$ cat src/rtl/count_pwm_gen_pkg.sv
// count_pwm_pkg: shared widths, limits and types for the count-driven PWM generator
package count_pwm_pkg;
  localparam int CNT_W = 4;
  localparam int CNT_MAX = 2**CNT_W - 1;
  localparam int DUTY_FULL = 2**CNT_W;
  typedef logic [CNT_W-1:0] cnt_t;
  typedef logic [CNT_W:0] duty_t;
endpackage

$ cat src/rtl/count_pwm_gen_if.sv
// count_pwm_gen_if: valid/ready channel carrying new duty values
interface count_pwm_gen_if #(
  parameter int CNT_W = count_pwm_pkg::CNT_W
);
  logic duty_valid;
  logic [CNT_W:0] duty_data;
  logic duty_ready;
  modport master (output duty_valid, duty_data, input duty_ready);
  modport slave (input duty_valid, duty_data, output duty_ready);
endinterface

$ cat src/rtl/count_pwm_gen_duty.sv
// duty_shadow_reg: one-deep pending duty slot, saturation and apply-on-wrap
module duty_shadow_reg
  import count_pwm_pkg::*;
#(
  parameter int CNT_W = count_pwm_pkg::CNT_W
) (
  input  logic           clk,
  input  logic           rst,
  input  logic           duty_valid,
  input  logic [CNT_W:0] duty_data,
  output logic           duty_ready,
  input  logic           wrap,
  output logic [CNT_W:0] duty_active,
  output logic [CNT_W:0] duty_eff
);
  localparam logic [CNT_W:0] FULL = {1'b1, {CNT_W{1'b0}}};
  logic [CNT_W:0] duty_pend_q, duty_pend_d, duty_active_q, duty_active_d;
  logic pend_vld_q, pend_vld_d;
  logic xfer, apply;
  // a slot freed at a wrap only reopens next cycle, so a wrap-cycle offer never bypasses
  always_comb begin
    xfer = duty_valid && !pend_vld_q;
    apply = wrap && pend_vld_q;
    duty_eff = apply ? duty_pend_q : duty_active_q;
    duty_active_d = duty_eff;
    pend_vld_d = xfer || (pend_vld_q && !apply);
    duty_pend_d = xfer ? ((duty_data > FULL) ? FULL : duty_data) : duty_pend_q;
  end
  // pending/active duty pair
  always_ff @(posedge clk or negedge rst) begin
    if (!rst) begin
      duty_pend_q <= '0;
      duty_active_q <= '0;
      pend_vld_q <= 1'b0;
    end else begin
      duty_pend_q <= duty_pend_d;
      duty_active_q <= duty_active_d;
      pend_vld_q <= pend_vld_d;
    end
  end
  assign duty_ready = !pend_vld_q;
  assign duty_active = duty_active_q;
endmodule

$ cat src/rtl/count_pwm_gen.sv
// count_pwm_gen: PWM from an external free-running count, with wrap tick and period counter
module count_pwm_gen
  import count_pwm_pkg::*;
#(
  parameter int CNT_W = count_pwm_pkg::CNT_W,
  parameter int PCNT_W = 8
) (
  input  logic              clk,
  input  logic              rst,
  input  logic [CNT_W-1:0]  cnt_in,
  input  logic              en,
  count_pwm_gen_if.slave    duty_if,
  output logic              pwm_out,
  output logic              period_tick,
  output logic [PCNT_W-1:0] period_cnt,
  output logic [CNT_W:0]    duty_active
);
  logic [CNT_W-1:0] cnt_q, cnt_d;
  logic [PCNT_W-1:0] period_cnt_q, period_cnt_d;
  logic pwm_q, pwm_d, tick_q, tick_d;
  logic wrap;
  logic [CNT_W:0] duty_eff;
  duty_shadow_reg #(.CNT_W(CNT_W)) u_duty (
    .clk         (clk),
    .rst         (rst),
    .duty_valid  (duty_if.duty_valid),
    .duty_data   (duty_if.duty_data),
    .duty_ready  (duty_if.duty_ready),
    .wrap        (wrap),
    .duty_active (duty_active),
    .duty_eff    (duty_eff)
  );
  // a held zero count yields no wrap because cnt_q is then zero too
  always_comb begin
    wrap = en && (cnt_in == '0) && (cnt_q != '0);
    cnt_d = cnt_in;
    pwm_d = en && ({1'b0, cnt_in} < duty_eff);
    tick_d = wrap;
    period_cnt_d = wrap ? period_cnt_q + 1'b1 : period_cnt_q;
  end
  // count history, PWM output and period tracking
  always_ff @(posedge clk or negedge rst) begin
    if (!rst) begin
      cnt_q <= '0;
      pwm_q <= 1'b0;
      tick_q <= 1'b0;
      period_cnt_q <= '0;
    end else begin
      cnt_q <= cnt_d;
      pwm_q <= pwm_d;
      tick_q <= tick_d;
      period_cnt_q <= period_cnt_d;
    end
  end
  assign pwm_out = pwm_q;
  assign period_tick = tick_q;
  assign period_cnt = period_cnt_q;
endmodule
$ cat src/flat_wrapper.sv
// flat-port wrapper written by rule: the top's interface ports become plain ports
module count_pwm_gen_flat import count_pwm_pkg::*;
#(
  parameter int CNT_W = count_pwm_pkg::CNT_W,
  parameter int PCNT_W = 8
)
  (clk, rst, cnt_in, en, pwm_out, period_tick, period_cnt, duty_active, duty_if_duty_valid, duty_if_duty_data, duty_if_duty_ready);
  count_pwm_gen_if #(.CNT_W(CNT_W)) duty_if_i ();
  input  logic clk;
  input  logic rst;
  input  logic [CNT_W-1:0] cnt_in;
  input  logic en;
  output logic pwm_out;
  output logic period_tick;
  output logic [PCNT_W-1:0] period_cnt;
  output logic [CNT_W:0] duty_active;
  input wire logic [$bits(duty_if_i.duty_valid)-1:0] duty_if_duty_valid;
  input wire logic [$bits(duty_if_i.duty_data)-1:0] duty_if_duty_data;
  output wire logic [$bits(duty_if_i.duty_ready)-1:0] duty_if_duty_ready;
  assign duty_if_i.duty_valid = duty_if_duty_valid;
  assign duty_if_i.duty_data = duty_if_duty_data;
  assign duty_if_duty_ready = duty_if_i.duty_ready;
  count_pwm_gen #(.CNT_W(CNT_W), .PCNT_W(PCNT_W)) u_core (.clk(clk), .rst(rst), .cnt_in(cnt_in), .en(en), .duty_if(duty_if_i), .pwm_out(pwm_out), .period_tick(period_tick), .period_cnt(period_cnt), .duty_active(duty_active));
endmodule
$ cat config.mk
export PLATFORM = sky130hd
export DESIGN_NAME = count_pwm_gen_flat
export DESIGN_NICKNAME = d
export VERILOG_FILES = /design/src/rtl/count_pwm_gen_pkg.sv /design/src/rtl/count_pwm_gen_if.sv /design/src/rtl/count_pwm_gen_duty.sv /design/src/rtl/count_pwm_gen.sv /design/src/flat_wrapper.sv
export SDC_FILE = /design/constraint.sdc
export NUM_CORES = 1
export LEC_CHECK = 0
export BUFFER_PORTS_ARGS = -buffer_cell sky130_fd_sc_hd__buf_4
export CAP_MARGIN = 20
export CORE_ASPECT_RATIO = 1.1
export CORE_UTILIZATION = 30
export DETAILED_ROUTE_END_ITERATION = 16
export PLACE_DENSITY_LB_ADDON = 0.15
export SLEW_MARGIN = 10
export SYNTH_ARGS = -nofsm -noshare
export SYNTH_HDL_FRONTEND = slang
export SYNTH_SLANG_ARGS = --single-unit
$ cat constraint.sdc
create_clock -name clk -period 3.6 [get_ports clk]
set_clock_uncertainty 0.1 [all_clocks]
set_input_delay 0.54 -clock clk [delete_from_list [all_inputs] [get_ports clk]]
set_output_delay 0.54 -clock clk [all_outputs]
set_load 0.005 [all_outputs]
==> reports/results.ini, run 1 <==
[outcome]
status=finished clean

[worst_hold_path]
hold_path_class=in2reg
hold_path_startpoint=cnt_in[2]

[synth]
yosysTopAreaCellShare=0.588
ranking_of_synthesized_cells_by_area=sky130_fd_sc_hd__dfrtp_1 (59%), sky130_fd_sc_hd__ha_1 (4.7%), sky130_fd_sc_hd__xnor2_1 (4.1%)
synth-async-reset-ratio=1.00
synth-seq-area-share=0.588
post_syn_nets=100
synth.distinct_cells=26
post_synth_instance_area_um2=1060
cell_taking_the_most_area_after_synthesis=sky130_fd_sc_hd__dfrtp_1
syn_inst=83
synth_flop_cell=sky130_fd_sc_hd__dfrtp_1
ys_seq_elements=25
synth-edff-count=0
synth.yosys.warnings=0
synth.avg_cell_area_um2=12.8

[routing]
wl_mm=1.98
initialDrtViolationCount=23
vias=724
vias_per_cell=4.39
drt.antenna.violating_nets=0
drt_pre_antenna_iters=4
post-route-drc-count=0
wl_per_cell_um=12.0

[power]
power.internal_uw=460
power-per-cell-area_nw_per_um2=465
net-switching-power_uw=182
vdd_ir_drop_max_mv=0.168
share_comb_of_total_power=0.238
power.switching_fraction=0.283
power.share.clock=0.194
pwr-share-seq=0.568
p_leak_nw=0.663
total_power_after_layout_uw=642

[final_layout]
synthToLayoutAreaGrowth_pct=29.6
layout.cell_area.non_filler_um2=1380
fin_util=0.411
layout_commonest_cell=sky130_fd_sc_hd__buf_4
most-common-layout-cells=sky130_fd_sc_hd__buf_4 (29), sky130_fd_sc_hd__dfrtp_1 (25), sky130_fd_sc_hd__nand2_1 (7)
diodes=0
nets_finish=135
post_route_cells_drive_above_1_share=0.350
final_cells=165

[critical_path]
timing.critical_path.to=u_core.pwm_out$_DFF_PN0_
worst_setup_path_type=in2reg
worst_r2r_startpoint=u_core.cnt_q[1]$_DFF_PN0_
critical_path.startpoint_type=primary input
critical_path_peak_fanout=8
worstSetupEndpointType=flip-flop
critPathRequiredTime_ns=3.76
worstSetupStartpoint=cnt_in[1]
capture_instance_of_the_worst_register_to_register_path=u_core.pwm_out$_DFF_PN0_
rrSetupSlack_ns=1.10
cp.arrival_ns=2.74
reg2reg_depth=9

[placement]
dp_hpwl_mm=1.52
gp_congestion=0.705
dp.cells=160
numPortBuffers=28
preCtsSetupSlack_ns=0.674
postPlaceCellArea_um2=1340

[clocking]
cts_sinks=25
clock_path_buffers=2
insertion_delay_ns=0.31
ctsRootBufferMaster=sky130_fd_sc_hd__clkbuf_4
post-cts-setup-buffer-count=0
post_cts_hold_buffer_count=1
cts-htree-levels=1
total_cts_buffers=3
tritoncts=built
worst_setup_hold_path_clk_slew_ns=0.14
cts_resized=0

[die]
core_area_um2=3360
die-width_um=58.8
std_cell_rows=22
fp.dieArea_um2=3790
initial_utilization=0.317
num_io_pins=29
die_h_um=64.5

[global_routing]
grt_start_max_net_pins=26
wire_length_of_the_first_global_routing_pass_mm=3.22
number_of_antenna_violations_at_the_first_check_in_global_routing=0
grt_overflow_total=0
grtUsageTotal=0.115
via_count_of_the_first_global_routing_pass=711

[sta]
worst-slew-pin-transition_ns=0.577
hold_ws_ns=0.244
hold_viol_final=0
post-route-worst-setup-slack_ns=1.03
rsz0062_at_grt=false
final-setup-viol-count=0
share_of_the_clock_period_used_by_the_worst_path_after_layout=0.715
timing.fmax_mhz=389
timing_max_transition_violations_final=0
totalNegativeSetupSlack_ns=0
period_minus_slack_ns=2.57
slew-limit-headroom=0.612

[run]
maxCapViolations=0

[cell usage after synthesis, types with 2 or more instances]
library cell and instances:
sky130_fd_sc_hd__dfrtp_1 25, sky130_fd_sc_hd__ha_1 4, sky130_fd_sc_hd__inv_1 4, sky130_fd_sc_hd__mux2_2 3, sky130_fd_sc_hd__mux2i_1 3, sky130_fd_sc_hd__nand2_1 7, sky130_fd_sc_hd__nand2b_1 5, sky130_fd_sc_hd__nand3_1 3
sky130_fd_sc_hd__nand4_1 2, sky130_fd_sc_hd__nor2_1 2, sky130_fd_sc_hd__o21ai_0 5, sky130_fd_sc_hd__xnor2_1 5, sky130_fd_sc_hd__xor2_1 2
[how the worst min path moves through the flow]
stage                                                  end  slack, ns  depth (start not counted)
after floorplan                  u_core.cnt_q[0]$_DFF_PN0_       0.14                          0
after global placement    u_core.period_cnt[0]$_DFFE_PN0N_       0.36                          1
after detailed placement  u_core.period_cnt[0]$_DFFE_PN0N_       0.36                          1
after CTS                        u_core.cnt_q[2]$_DFF_PN0_       0.23                          1
after global routing             u_core.cnt_q[2]$_DFF_PN0_       0.22                          1
final                            u_core.cnt_q[2]$_DFF_PN0_       0.24                          1
[cell families (layout without fill, tap and decap cells)]
kind of cell             count (synthesis)  count (layout)  share of synthesized area
flip-flops                              25              25                      0.588
adder cells (fa/ha/maj)                  4               4                     0.0470
multiplexers                             7               7                     0.0740
AND/OR/NAND/NOR                         26              26                      0.156
buffers and inverters                    4              38                     0.0141
XOR/XNOR                                 7               7                     0.0576
AO/OA/AOI/OAI                           10              10                     0.0635
[area by class of cell]
| class | instances | area (µm²) |
|---|---|---|
| fill | 353 | 1980 |
| sequential | 25 | 626 |
| multi-input combinational | 54 | 424 |
| timing repair buffer | 30 | 228 |
| tap | 48 | 60.1 |
| clock buffer | 3 | 22.5 |
| inverter | 4 | 15.0 |
| clock inverter | 1 | 5.00 |
[flip-flops by register name, summed over array words and instances (netlist names)]
signal,count
u_core.cnt_q,4
u_core.period_cnt,8
u_core.period_tick,1
u_core.pwm_out,1
u_core.u_duty.duty_active,5
u_core.u_duty.duty_pend_q,5
u_core.u_duty.pend_vld_q,1
[layer usage]
layer,vias to the layer above,global-route usage,routed length (µm)
li1,363,-,-
met1,338,0.141,883
met2,21,0.188,992
met3,2,0.0220,87
met4,0,0.0625,21
met5,-,0,0
[power by group through the flow]
stage / Clock, mW / Combinational, mW / Sequential (mW)
2_1_floorplan: 0 / 0.0728 / 0.365
3_3_place_gp: 0 / 0.153 / 0.369
3_5_place_dp: 0 / 0.155 / 0.372
4_1_cts: 0.130 / 0.157 / 0.367
5_1_grt: 0.143 / 0.171 / 0.373
6_report: 0.125 / 0.153 / 0.364
[critical path, stage by stage]
cell and delay [ns]:
sky130_fd_sc_hd__buf_4 0.12, sky130_fd_sc_hd__or3_4 0.41, sky130_fd_sc_hd__nor4_4 0.20, sky130_fd_sc_hd__buf_4 0.21
sky130_fd_sc_hd__mux2i_1 0.26, sky130_fd_sc_hd__ha_1 0.28, sky130_fd_sc_hd__a211oi_1 0.32, sky130_fd_sc_hd__nand2_1 0.09
sky130_fd_sc_hd__o2111ai_1 0.11, sky130_fd_sc_hd__a32o_1 0.19
Note: power is estimated with default switching activity, not from simulation.
==> run 2, diff against run 1 <==
Clock period 3.6 ns to 2.4 ns, I/O delays scaled along.
==> run 2 against run 1 <==
  * Via count increased by 5.7%
  * Hold slack got worse by 0.10 ns
  * Clock power increased by 50%
  * Sequential share of layout area decreased by 3.4 points
  * Total power increased by 54%
  * Sequential power increased by 51%
  * Global-route usage increased by 1.0 points
  * Worst setup slack got worse by 1.0 ns
  * Critical endpoint unchanged
==> reports/results.ini, run 2 (same netlist as run 1, synthesis figures left out) <==
[critical_path]
cp.arrival_ns=2.51
critical_path.startpoint_type=primary input
critPathRequiredTime_ns=2.52
critical_path_peak_fanout=4
worstSetupEndpointType=flip-flop
worst_setup_path_type=in2reg

[final_layout]
final_cells=178
fillers=316
diodes=0
synthToLayoutAreaGrowth_pct=40.1
most-common-layout-cells=sky130_fd_sc_hd__buf_4 (40), sky130_fd_sc_hd__dfrtp_1 (25), sky130_fd_sc_hd__nand2_1 (7)
layout.cell_area.non_filler_um2=1490
post_route_cells_drive_above_1_share=0.423
fin_util=0.444
nets_finish=148
layout_commonest_cell=sky130_fd_sc_hd__buf_4
largest_reg_flops=8

[sta]
period_minus_slack_ns=2.39
post-route-worst-setup-slack_ns=0.0124
rsz0062_at_grt=true
timing.fmax_mhz=419
timing_max_transition_violations_final=0
hold_ws_ns=0.142
final-setup-viol-count=0
share_of_the_clock_period_used_by_the_worst_path_after_layout=0.995
hold_viol_final=0
totalNegativeSetupSlack_ns=0
slew-limit-headroom=0.713
worst-slew-pin-transition_ns=0.428

[routing]
drt.antenna.violating_nets=0
initialDrtViolationCount=13
vias_per_cell=4.30
wl_mm=2.07
wl_per_cell_um=11.6
post-route-drc-count=0
drt_pre_antenna_iters=4
vias=765

[die]
fp.dieArea_um2=3790
std_cell_rows=22
die-width_um=58.8
die_h_um=64.5
core_area_um2=3360
initial_utilization=0.317
num_io_pins=29

[worst_hold_path]
hold_path_class=in2reg

[placement]
postPlaceCellArea_um2=1430
dp.cells=172
gp_congestion=0.761
numPortBuffers=28
preCtsSetupSlack_ns=-0.263
dp_hpwl_mm=1.65

[power]
p_leak_nw=0.728
total_power_after_layout_uw=991
power-per-cell-area_nw_per_um2=665
vdd_ir_drop_max_mv=0.284
share_comb_of_total_power=0.258
power.share.clock=0.189
net-switching-power_uw=278
power.switching_fraction=0.280
power.internal_uw=714
pwr-share-seq=0.553

[clocking]
ctsRootBufferMaster=sky130_fd_sc_hd__clkbuf_4
insertion_delay_ns=0.31
cts_sinks=25
tritoncts=built
cts-htree-levels=1
worst_setup_hold_path_clk_slew_ns=0.13
clock_path_buffers=2
total_cts_buffers=3

[global_routing]
grtUsageTotal=0.125
number_of_antenna_violations_at_the_first_check_in_global_routing=0
via_count_of_the_first_global_routing_pass=791
wire_length_of_the_first_global_routing_pass_mm=3.53
grt_start_max_net_pins=26
grt_overflow_total=0

[run]
maxCapViolations=0

[outcome]
status=finished clean

==> run 2: final cells by class <==
class                           instances  area, µm²  area share
Multi-Input combinational cell         54        432       0.289
Tap cell                               48       60.1      0.0403
Inverter                                4       15.0      0.0101
Timing Repair Buffer                   43        333       0.223
Clock buffer                            4       26.3      0.0176
Sequential cell                        25        626       0.419
==> run 2: worst max-delay path, cell delays in order <==
cell and delay [ns]:
sky130_fd_sc_hd__buf_6 0.09, sky130_fd_sc_hd__or3_4 0.39, sky130_fd_sc_hd__nor4_4 0.40, sky130_fd_sc_hd__mux2i_1 0.33
sky130_fd_sc_hd__ha_2 0.24, sky130_fd_sc_hd__o21a_1 0.15, sky130_fd_sc_hd__o21ai_1 0.07, sky130_fd_sc_hd__a211o_1 0.23
sky130_fd_sc_hd__a32o_1 0.25
==> run 2: path summary, 6_finish.rpt <==
check	start	endpoint	slack (ns)	cells after the start
max	cnt_in[3]	u_core.pwm_out$_DFF_PN0_	0.01	9
min	cnt_in[0]	u_core.cnt_q[0]$_DFF_PN0_	0.14	2
max reg2reg	u_core.cnt_q[1]$_DFF_PN0_	u_core.pwm_out$_DFF_PN0_	0.09	8
min reg2reg	u_core.period_cnt[7]$_DFFE_PN0N_	u_core.period_cnt[7]$_DFFE_PN0N_	0.39	1
max in group asynchronous	rst	u_core.u_duty.duty_active[1]$_DFF_PN0_	1.60	2
min in group asynchronous	rst	u_core.cnt_q[0]$_DFF_PN0_	0.36	2
==> run 2: routing by layer <==
| metal | track usage | wire [µm] | vias up |
|---|---|---|---|
| met3 | 0.0279 | 83 | 2 |
| li1 | - | - | 383 |
| met5 | 0 | 0 | - |
| met2 | 0.207 | 1020 | 18 |
| met1 | 0.154 | 950 | 362 |
| met4 | 0.0536 | 19 | 0 |
==> run 2: power by group through the flow <==
stage          logic, mW  registers [mW]  clock network (mW)
6_report           0.256           0.548               0.187
5_1_grt            0.289           0.557               0.216
4_1_cts            0.254           0.550               0.195
3_5_place_dp       0.254           0.559                   0
3_3_place_gp       0.248           0.555                   0
2_1_floorplan      0.109           0.547                   0
==> run 2: timing repair <==
| action | in CTS | in global routing |
|---|---|---|
| hold buffers | 1 | 0 |
| resized for setup | 0 | 5 |
| setup endpoints to repair | 0 | 1 |
| hold endpoints to repair | 25 | 0 |
| setup buffers | 0 | 1 |
==> run 3, diff against run 2 <==
Settings changed: CELL_PAD_IN_SITES_DETAIL_PLACEMENT set to 1, CELL_PAD_IN_SITES_GLOBAL_PLACEMENT set to 1.
==> run 3 against run 2 <==
  * Register-to-register slack improved by 0.07 ns
  * Total power increased by 3.7%
  * Non-clock buffer count stayed put
  * Global-route usage grew 3.2 points
  * Sequential cell count unchanged
  * Count of clock-buffer cells in the layout is 1 lower
  * Via count rose by 5.0%
  * Critical path depth stayed put
  * Sequential power is 0.7% higher
  * Core utilization increased by 0.11 points
  * Clock power increased by 9%
  * Worst setup slack better by 0.067 ns
  * Critical path type unchanged
  * Largest cell class unchanged
  * Highest routed layer unchanged
==> reports/results.ini, run 3 (same netlist as run 1, synthesis figures left out) <==
[worst_hold_path]
hold_path_startpoint=cnt_in[2]
hold_path_end=u_core.cnt_q[2]$_DFF_PN0_
hold_path_class=in2reg
hold_path_depth=2

[clocking]
insertion_delay_ns=0.34
cts-htree-levels=1
ctsRootBufferMaster=sky130_fd_sc_hd__clkbuf_4
cts_sinks=25
clock_path_buffers=2
tritoncts=built
worst_setup_hold_path_clk_slew_ns=0.15
total_cts_buffers=3

[placement]
numPortBuffers=28
preCtsSetupSlack_ns=-0.288
dp_hpwl_mm=1.97
dp.cells=170
postPlaceCellArea_um2=1420
gp_congestion=0.721

[critical_path]
reg2reg_depth=8
worstPathCellList=buf_4, or3_4, nor4_4, mux2i_1, ha_1, o21a_1, o21ai_1, a211o_1, a32o_1
critPathRequiredTime_ns=2.54
cp_slowest_stage_delay_ns=0.40
capture_instance_of_the_worst_register_to_register_path=u_core.pwm_out$_DFF_PN0_
worst_r2r_startpoint=u_core.cnt_q[2]$_DFF_PN0_
cp.arrival_ns=2.47
critical_path.startpoint_type=primary input
worst_setup_path_type=in2reg
critical-path-top-delay-family=simple AND/OR/NAND/NOR gates
critPathSlowestCell=sky130_fd_sc_hd__or3_4
critical_path_peak_fanout=3
cp.buffers_inverters=1
worstSetupStartpoint=cnt_in[3]
rrSetupSlack_ns=0.16
worstSetupEndpointType=flip-flop

[global_routing]
number_of_antenna_violations_at_the_first_check_in_global_routing=0
wire_length_of_the_first_global_routing_pass_mm=4.31
via_count_of_the_first_global_routing_pass=915
grt_start_max_net_pins=26
grtUsageTotal=0.157
grt_overflow_total=0

[sta]
final-setup-viol-count=0
timing_max_transition_violations_final=0
period_minus_slack_ns=2.32
slew-limit-headroom=0.729
rsz0062_at_grt=false
worst-slew-pin-transition_ns=0.404
hold_viol_final=0
post-route-worst-setup-slack_ns=0.0792
hold_ws_ns=0.128
share_of_the_clock_period_used_by_the_worst_path_after_layout=0.967
timing.fmax_mhz=431

[die]
fp.dieArea_um2=3790
die_h_um=64.5
num_io_pins=29
core_area_um2=3360
std_cell_rows=22
initial_utilization=0.317
die-width_um=58.8

[final_layout]
post_route_cells_drive_above_1_share=0.431
fillers=379
synthToLayoutAreaGrowth_pct=40.4
layout.area.seq_um2=626
layout.cell_area.non_filler_um2=1500
layout_commonest_cell=sky130_fd_sc_hd__buf_4
diodes=0
largest_reg_flops=8
most-common-layout-cells=sky130_fd_sc_hd__buf_4 (42), sky130_fd_sc_hd__dfrtp_1 (25), sky130_fd_sc_hd__nand2_1 (7)
nets_finish=148
area_occupied_by_multi_input_gates_um2=442
final_cells=178

[routing]
vias=803
detail_route.wirelength.met1_um=978
routed.top_layer=met4
post-route-drc-count=0
wl_met3_um=98
wl_mm=2.55
met2RoutedLength_mm=1.39
initialDrtViolationCount=2
vias_per_cell=4.51
wl_per_cell_um=14.3
drt_pre_antenna_iters=2
drt.antenna.violating_nets=0

[power]
vdd_ir_drop_max_mv=0.287
power-per-cell-area_nw_per_um2=687
p_leak_nw=0.732

[outcome]
status=finished clean

[run]
maxCapViolations=0

run 3: cell count changes in the layout (fill, tap and decap cells not counted), sizes merged:
| cell | previous run | this run |
|---|---|---|
| clkinv | 0 | 1 |
| clkbuf | 4 | 3 |
run 3: per-stage QoR:
stage / util / total power [mW] / TNS, ns
2_1_floorplan: - / 0.656 / -0.175
3_3_place_gp: 0.422 / 0.799 / -0.204
3_5_place_dp: 0.422 / 0.815 / -0.288
4_1_cts: 0.433 / 1.02 / 0
5_1_grt: 0.445 / 1.10 / 0
6_report: 0.445 / 1.03 / 0
run 3: where the power goes:
part           total (mW)  switching [mW]  internal [mW]
sequential          0.552          0.0618          0.491
combinational       0.271           0.106          0.164
clock               0.204           0.141         0.0629
run 3: what timing repair did:
item / CTS / global route
setup endpoints to repair: 0 / 1
hold buffers: 1 / 0
buffers inserted: 0 / 3
hold endpoints to repair: 25 / 0
gates resized for setup: 0 / 4
run 3: area by class of cell:
type                       count  share of cell area
sequential                    25               0.418
timing repair buffer          43               0.218
clock buffer                   3              0.0151
multi-input combinational     54               0.295
tap                           48              0.0402
clock inverter                 1             0.00335
inverter                       4              0.0100
run 3: how the worst max path moves through the flow:
stage	slack, ns	cells after the start	end
2_1_floorplan	-0.18	8	u_core.pwm_out$_DFF_PN0_
3_3_place_gp	-0.20	9	u_core.pwm_out$_DFF_PN0_
3_5_place_dp	-0.29	9	u_core.pwm_out$_DFF_PN0_
4_1_cts	0.01	8	u_core.pwm_out$_DFF_PN0_
5_1_grt	0.002	9	u_core.pwm_out$_DFF_PN0_
6_report	0.08	9	u_core.pwm_out$_DFF_PN0_
run 3: metal layers:
layer  GRT usage  up-vias
met5           0        -
met2       0.281       23
met1       0.170      389
li1            -      384
met4      0.0833        0
met3      0.0319        7
